File: src/rtl/blink_multi_ctrl.sv
// blink_multi_ctrl: multi-channel LED pattern generator.
//
// A shared prescaler produces a one-cycle tick every 2**CBITS clocks while en is high. Each
// channel has its own period/duty phase counter that advances on ticks in BLINK or BURST mode.
// BURST runs a programmed number of periods, then falls back to OFF with a done pulse.
//
// Ports:
//   clk, rst      clock, asynchronous active-high reset
//   en            prescaler enable (low freezes prescaler and all phase counters)
//   cfg_we        one-cycle config write strobe
//   cfg_ch        target channel; values >= NCH are ignored
//   cfg_mode      0 OFF, 1 ON, 2 BLINK, 3 BURST
//   cfg_period    ticks per period (0 behaves as 1)
//   cfg_duty      ticks led is high per period
//   cfg_count     BURST period count
//   tick          registered prescaler wrap pulse
//   led           registered LED drive, one bit per channel
//   flg           one-cycle pulse when a channel phase wraps to 0
//   done          one-cycle pulse when a BURST completes
//   active        high while channel mode is BLINK or BURST
module blink_multi_ctrl #(
  parameter int unsigned NCH   = 4,
  parameter int unsigned CBITS = 14,
  parameter int unsigned PBITS = 8,
  parameter int unsigned NBITS = 8,
  localparam int unsigned CHW  = $clog2(NCH) + 1
) (
  input  logic             clk,
  input  logic             rst,
  input  logic             en,
  input  logic             cfg_we,
  input  logic [CHW-1:0]   cfg_ch,
  input  logic [1:0]       cfg_mode,
  input  logic [PBITS-1:0] cfg_period,
  input  logic [PBITS-1:0] cfg_duty,
  input  logic [NBITS-1:0] cfg_count,
  output logic             tick,
  output logic [NCH-1:0]   led,
  output logic [NCH-1:0]   flg,
  output logic [NCH-1:0]   done,
  output logic [NCH-1:0]   active
);

  typedef enum logic [1:0] {
    ModeOff   = 2'd0,
    ModeOn    = 2'd1,
    ModeBlink = 2'd2,
    ModeBurst = 2'd3
  } mode_e;

  logic [CBITS-1:0] cnt_q, cnt_d;
  logic             tick_q, tick_d;
  logic [NCH-1:0]   led_q, led_d;
  logic [NCH-1:0]   flg_q, flg_d;
  logic [NCH-1:0]   done_q, done_d;

  mode_e            mode_q   [NCH];
  mode_e            mode_d   [NCH];
  logic [PBITS-1:0] ph_q     [NCH];
  logic [PBITS-1:0] ph_d     [NCH];
  logic [PBITS-1:0] period_q [NCH];
  logic [PBITS-1:0] period_d [NCH];
  logic [PBITS-1:0] duty_q   [NCH];
  logic [PBITS-1:0] duty_d   [NCH];
  logic [NBITS-1:0] rem_q    [NCH];
  logic [NBITS-1:0] rem_d    [NCH];

  // Per-channel decode helpers, fully assigned every pass.
  logic [NCH-1:0] wr_sel;
  logic [NCH-1:0] run;
  logic [NCH-1:0] last_ph;

  always_comb begin
    cnt_d  = en ? cnt_q + CBITS'(1) : cnt_q;
    tick_d = en & (cnt_q == '1);

    for (int unsigned i = 0; i < NCH; i++) begin
      mode_d[i]   = mode_q[i];
      ph_d[i]     = ph_q[i];
      period_d[i] = period_q[i];
      duty_d[i]   = duty_q[i];
      rem_d[i]    = rem_q[i];
      flg_d[i]    = 1'b0;
      done_d[i]   = 1'b0;

      wr_sel[i]  = cfg_we && (cfg_ch == CHW'(i));
      run[i]     = tick_q && ((mode_q[i] == ModeBlink) || (mode_q[i] == ModeBurst));
      // Period 0 behaves as period 1, so phase 0 is then also the last phase.
      last_ph[i] = (period_q[i] <= PBITS'(1)) ? (ph_q[i] == '0)
                                              : (ph_q[i] == period_q[i] - PBITS'(1));

      // LED follows the current (pre-update) phase, so it lags ph by one cycle.
      unique case (mode_q[i])
        ModeOff:              led_d[i] = 1'b0;
        ModeOn:               led_d[i] = 1'b1;
        ModeBlink, ModeBurst: led_d[i] = (ph_q[i] < duty_q[i]);
      endcase

      // A write takes priority over a coincident tick: phase restarts, no flg/done.
      if (wr_sel[i]) begin
        if ((mode_e'(cfg_mode) == ModeBurst) && (cfg_count == '0)) begin
          mode_d[i] = ModeOff;
        end else begin
          mode_d[i] = mode_e'(cfg_mode);
        end
        period_d[i] = cfg_period;
        duty_d[i]   = cfg_duty;
        rem_d[i]    = cfg_count;
        ph_d[i]     = '0;
      end else if (run[i]) begin
        if (last_ph[i]) begin
          ph_d[i]  = '0;
          flg_d[i] = 1'b1;
          if (mode_q[i] == ModeBurst) begin
            rem_d[i] = rem_q[i] - NBITS'(1);
            if (rem_q[i] == NBITS'(1)) begin
              mode_d[i] = ModeOff;
              done_d[i] = 1'b1;
            end
          end
        end else begin
          ph_d[i] = ph_q[i] + PBITS'(1);
        end
      end
    end
  end

  always_ff @(posedge clk or posedge rst) begin
    if (rst) begin
      cnt_q  <= '0;
      tick_q <= 1'b0;
      led_q  <= '0;
      flg_q  <= '0;
      done_q <= '0;
      for (int unsigned i = 0; i < NCH; i++) begin
        mode_q[i]   <= ModeOff;
        ph_q[i]     <= '0;
        period_q[i] <= '0;
        duty_q[i]   <= '0;
        rem_q[i]    <= '0;
      end
    end else begin
      cnt_q    <= cnt_d;
      tick_q   <= tick_d;
      led_q    <= led_d;
      flg_q    <= flg_d;
      done_q   <= done_d;
      mode_q   <= mode_d;
      ph_q     <= ph_d;
      period_q <= period_d;
      duty_q   <= duty_d;
      rem_q    <= rem_d;
    end
  end

  // BLINK and BURST are the only encodings with bit 1 set.
  always_comb begin
    active = '0;
    for (int unsigned i = 0; i < NCH; i++) begin
      active[i] = mode_q[i][1];
    end
  end

  assign tick = tick_q;
  assign led  = led_q;
  assign flg  = flg_q;
  assign done = done_q;

endmodule

File: config.mk
export PLATFORM = sky130hd
export DESIGN_NAME = blink_multi_ctrl
export DESIGN_NICKNAME = d
export VERILOG_FILES = /design/src/rtl/blink_multi_ctrl.sv
export SDC_FILE = /design/constraint.sdc
export NUM_CORES = 1
export LEC_CHECK = 0
export CELL_PAD_IN_SITES_DETAIL_PLACEMENT = 0
export CELL_PAD_IN_SITES_GLOBAL_PLACEMENT = 2
export CORE_ASPECT_RATIO = 0.7
export CORE_UTILIZATION = 42
export CTS_BUF_LIST = sky130_fd_sc_hd__clkbuf_2 sky130_fd_sc_hd__clkbuf_4 sky130_fd_sc_hd__clkbuf_8
export CTS_CLUSTER_SIZE = 25
export DETAILED_ROUTE_END_ITERATION = 10
export PLACE_DENSITY_LB_ADDON = 0.1
export SLEW_MARGIN = 30
export SYNTH_ARGS = -nofsm -noshare
export SYNTH_HDL_FRONTEND = slang
export SYNTH_SLANG_ARGS = --single-unit
File: constraint.sdc
create_clock -name clk -period 9.6 [get_ports clk]
set_input_delay 2.88 -clock clk [delete_from_list [all_inputs] [get_ports clk]]
set_output_delay 2.88 -clock clk [all_outputs]
set_load 0.02 [all_outputs]
==> metrics.csv, run 1 <==
metric,value,unit
Antenna Nets Post-Route,0,
Worst Tran Pin Value,1.01,ns
WL final,24.5,mm
ys async rst share,100,%
HPWL after DPL,17.0,mm
Worst Path Buf+Inv,1,
Worst slew margin,31.1,%
Crit Path Category,reg2out,
post-layout power,1.89,mW
most frequent cells in the layout,"195 x nand2_1, 163 x dfrtp_1, 105 x o21ai_0, 59 x inv_1, 53 x ha_1",
fin nets,1159,
RSZ-0062 raised after global routing,no,
Sw Pwr,0.602,mW
pwr/cell area,182,mW/mm^2
VDD IR max,0.0000899,V
required time worst endpoint,6.72,ns
CTS Buffer Depth,2,
clock power share,30.5,%
worst slack at placement,4.49,ns
critical path's slowest cell,clkdlybuf4s50_1,
Root Driver,clkbuf_8,
clk_lat worst skew,0.46,ns
first-pass GRT wire length,39.7,mm
cell family with most CP delay,buffers and inverters,
Netlist cell types,59,
Setup Buffers After CTS,0,
CORE AREA,0.0211,sq mm
full die area,0.0225,sq mm
Synth Flop Type,dfrtp_1,
Layout Skew,0.0136,ns
Final Hold Viols,0,
total number of vias,7339,
overall routing resource usage,23.3,%
Layout area overhead,13.0,%
Worst Hold Class,reg2reg,
switching part of the total,31.9,%
post-route design area,0.0104,sq mm
crit start category,register,
starting density of the core,43.6,%
CP arrival,1.77,ns
Leakage,4.60,nW
final slew viol count,0,
CTS sink cnt,163,
CTS buffer count,17,
largest net degree at the start of global routing,91,
grt ovf,0,
initial antenna violation count,0,
cts hold-fix bufs,0,
total negative slack,0,ns
via-per-instance ratio,5.39,
Antenna Cells,0,
clk slew on worst S/H paths,0.09,ns
fill count,2018,
FF+latch area,0.00408,sq mm
Routability Congestion,0.833,
design internal power,1.29,mW
layout cell share with drive strength beyond 1,5.07,%
Die Width,179,um
syn_area_per_cell,8.83,sq um
Clock H-tree levels,4,
"commonest non-fill, non-tap cell in the layout",nand2_1,
Placed Area,0.00991,sq mm
multi-input logic area,0.00471,sq mm
max incr delay on CP,0.69,ns
final worst slack,4.95,ns
synthesized area,0.00920,sq mm
run status,completed,
drt drc,0,
"EDFF count, synth",0,
post-synthesis net count,1128,
Tcrit/Tclk final,48.4,%
die height,126,um
fraction of the yosys area taken by sequential cells,44.3,%
worst-path fanout max,10,
combinational fraction of design power,21.4,%
CP endpoint kind,output port,
CTS tree,built,
Routed WL per cell,18.0,um
vias in the first global route,6959,
final setup vio count,0,
Seq pwr share,48.0,%
Ys Warns,0,
drt pass-1 iters,5,
Tmin final,4.65,ns
crit path cell chain,clkdlybuf4s50_1,
DR iter-0 viols,477,
FP Rows,44,
number of buffers added on ports,49,
Yosys reg bits,163,
number of I/O pins,50,
fmax,0.215,GHz
Mapped Cells,1042,
cts repair resizes,0,
Max-cap violations,0,
[sequential cells by signal, summed over array words and instances (netlist names)]
register	flops
rem_q	32
tick	1
flg	4
active	4
led	4
period_q	32
cnt_q	14
done	4
duty_q	32
mode_q	4
ph_q	32
[synthesized netlist by cell type (all sizes together) (16+ instances only)]
master	instances	area (sq um)
xor2	40	350
nand2	195	732
o21ai	107	539
a21oi	23	115
nand4	16	100
ha	53	663
nand3	44	225
xnor2	41	359
inv	60	225
and3	19	119
dfrtp	163	4080
clkbuf	38	143
nor3	24	120
nor2	51	191
[power groups by stage]
stage | Combinational [mW] | Clock, mW | Sequential (mW)
6_report | 0.405 | 0.577 | 0.908
3_5_place_dp | 0.406 | 0 | 0.920
3_3_place_gp | 0.402 | 0 | 0.921
4_1_cts | 0.407 | 0.588 | 0.908
5_1_grt | 0.466 | 0.619 | 0.926
2_1_floorplan | 0.305 | 0 | 0.888
[per-layer routing]
metal / up-vias / global-route usage, % / wire (um)
met5: - / 0 / 0
met4: 0 / 6.13 / 379
met3: 25 / 3.77 / 915
met2: 141 / 31.3 / 9730
met1: 3534 / 37.9 / 13500
li1: 3639 / - / -
[final cells by class]
| class | count | share of cell area, % |
|---|---|---|
| Inverter | 60 | 2.22 |
| Tap cell | 276 | 3.32 |
| Timing Repair Buffer | 57 | 5.53 |
| Clock buffer | 20 | 2.65 |
| Clock inverter | 11 | 1.67 |
| Multi-Input combinational cell | 774 | 45.3 |
| Sequential cell | 163 | 39.3 |
[final timing paths]
check | start | endpoint | slack [ns] | depth (start not counted)
max in group asynchronous | rst | period_q[2] | 5.53 | 4
worst min-delay path | cnt_q[10] | cnt_q[10] | 0.47 | 1
min in group asynchronous | rst | ph_q[24] | 2.73 | 2
worst max register to register | period_q[8] | rem_q[9] | 5.57 | 10
worst min register to register | cnt_q[10] | cnt_q[10] | 0.47 | 1
worst max-delay path | active[3] | active[3] | 4.95 | 1
[per-stage QoR]
step,hold slack [ns],utilization (%),cells
3_3_place_gp,0.454,47.0,1329
3_5_place_dp,0.459,47.0,1329
2_1_floorplan,0.438,-,1042
5_1_grt,0.492,49.3,1361
6_report,0.472,49.3,1361
4_1_cts,0.477,49.1,1360
[logic make-up after synthesis]
kind of cell / count (synthesis) / share of synthesized area (%)
and+or+nand+nor: 439 / 23.0
AOI/OAI and AO/OA: 193 / 12.3
DFF: 163 / 44.3
buffers and inverters: 105 / 4.49
xor gates and xnor gates: 81 / 7.71
adders and majority gates: 53 / 7.21
muxes: 8 / 0.939
(Power assumes the default switching activity.)
==> inputs of run 2 (changes only) <==
Settings changed: CORE_UTILIZATION 42 to 35.
Clock period 9.6 ns to 4.1 ns, I/O delays scaled along.
==> metrics.csv, run 2 (synthesized netlist as in run 1, its figures left out) <==
metric,value,unit
run status,completed,
cts repair resizes,0,
Root Driver,clkbuf_8,
FF+latch area,0.00408,sq mm
crit path launch,period_q[8],
Crit Path Category,reg2reg,
Clock H-tree levels,4,
Leakage,4.62,nW
CORE AREA,0.0257,sq mm
VDD IR max,0.000220,V
Max-cap violations,0,
Tmin final,3.53,ns
CTS sink cnt,163,
Routed WL per cell,18.4,um
via-per-instance ratio,5.08,
required time worst endpoint,4.52,ns
clk slew on worst S/H paths,0.10,ns
HPWL after DPL,18.5,mm
layout cell share with drive strength beyond 1,6.19,%
pwr/cell area,409,mW/mm^2
final slew viol count,0,
CP endpoint kind,register,
design internal power,2.81,mW
total negative slack,0,ns
drt pass-1 iters,6,
post-layout power,4.29,mW
clock power share,27.8,%
total number of vias,7260,
cts hold-fix bufs,0,
die height,138,um
Final Hold Viols,0,
WL final,26.3,mm
Worst Hold Launch,cnt_q[10],
fmax,0.284,GHz
Tcrit/Tclk final,86.0,%
grt ovf,0,
FP Rows,49,
overall routing resource usage,20.6,%
DR iter-0 viols,564,
most frequent cells in the layout,"195 x nand2_1, 163 x dfrtp_1, 105 x o21ai_0, 59 x inv_1, 53 x ha_1",
placed cells,1397,
RR Startpoint,period_q[8],
CP arrival,3.94,ns
CTS Buffer Depth,2,
CTS tree,built,
Worst Hold Class,reg2reg,
final setup vio count,0,
clk_lat worst skew,0.49,ns
initial antenna violation count,0,
Layout Skew,0.0126,ns
vias in the first global route,6954,
number of buffers added on ports,49,
fill count,2637,
Layout area overhead,14.1,%
Die Width,196,um
crit start category,register,
Antenna Nets Post-Route,0,
Setup Buffers After CTS,0,
Worst Tran Pin Value,0.707,ns
drt drc,0,
Hold WS,0.474,ns
Worst slew margin,51.6,%
Seq pwr share,49.2,%
number of I/O pins,50,
full die area,0.0269,sq mm
combinational fraction of design power,23.0,%
Routability Congestion,0.794,
"commonest non-fill, non-tap cell in the layout",nand2_1,
RSZ-0062 raised after global routing,no,
switching part of the total,34.5,%
fin nets,1171,
Sw Pwr,1.48,mW
starting density of the core,35.7,%
largest net degree at the start of global routing,66,
worst-path fanout max,9,
CTS buffer count,17,
multi-input logic area,0.00471,sq mm
Placed Area,0.0101,sq mm
post-route design area,0.0105,sq mm
Antenna Cells,0,
first-pass GRT wire length,41.4,mm
final cell count without fillers,1429,
-- run 2: layer usage --
| layer | vias to the layer above | GRT usage, % | share of wire [%] |
|---|---|---|---|
| li1 | 3662 | - | - |
| met1 | 3467 | 31.6 | 55 |
| met2 | 108 | 28.8 | 39 |
| met3 | 23 | 4.26 | 3.5 |
| met4 | 0 | 5.86 | 1.6 |
| met5 | - | 0 | 0 |
-- run 2: critical path, stage by stage (launching register included) --
cell and delay, ns:
dfrtp_1 0.46, inv_1 0.08, ha_1 0.31, xor2_1 0.13
nand2_1 0.06, or4b_2 0.61, a2111oi_0 0.64, or2_0 0.52
nand3_1 0.22, mux2_2 0.30, o21ai_0 0.13
-- run 2: area by class of cell --
| type | instances | share of cell area, % |
|---|---|---|
| inverters | 60 | 2.18 |
| well taps | 331 | 3.95 |
| clock buffers | 18 | 2.36 |
| multi-input cells | 774 | 44.9 |
| clock inverters | 14 | 1.25 |
| flip-flops and latches | 163 | 38.9 |
| repair buffers | 69 | 6.46 |
-- run 2: per-stage QoR --
step / worst slack (ns) / utilization, %
6_report: 0.573 / 40.7
5_1_grt: 0.333 / 40.7
4_1_cts: 0.566 / 40.7
3_5_place_dp: 0.588 / 39.3
3_3_place_gp: 0.687 / 39.3
2_1_floorplan: 0.799 / -
-- run 2: worst paths after layout --
| check | to | slack (ns) | cells past startpoint |
|---|---|---|---|
| worst max-delay path | rem_q[9] | 0.57 | 10 |
| worst min-delay path | cnt_q[10] | 0.47 | 1 |
| worst max register to register | rem_q[9] | 0.57 | 10 |
| worst min register to register | cnt_q[10] | 0.47 | 1 |
| max in group asynchronous | ph_q[14] | 2.11 | 4 |
| min in group asynchronous | ph_q[22] | 1.10 | 2 |
-- run 2: power groups by stage --
| stage | clock (mW) | combinational (mW) | sequential (mW) |
|---|---|---|---|
| after global placement | 0 | 0.989 | 2.14 |
| after CTS | 1.23 | 0.999 | 2.11 |
| after floorplan | 0 | 0.713 | 2.08 |
| final | 1.19 | 0.988 | 2.11 |
| after detailed placement | 0 | 0.994 | 2.14 |
| after global routing | 1.29 | 1.13 | 2.15 |
==> inputs of run 3 (changes only) <==
Settings changed: GPL_ROUTABILITY_DRIVEN set to 0.
==> results of run 3 <==
No change in the layout: final DEF, timing and power equal those of run 2.
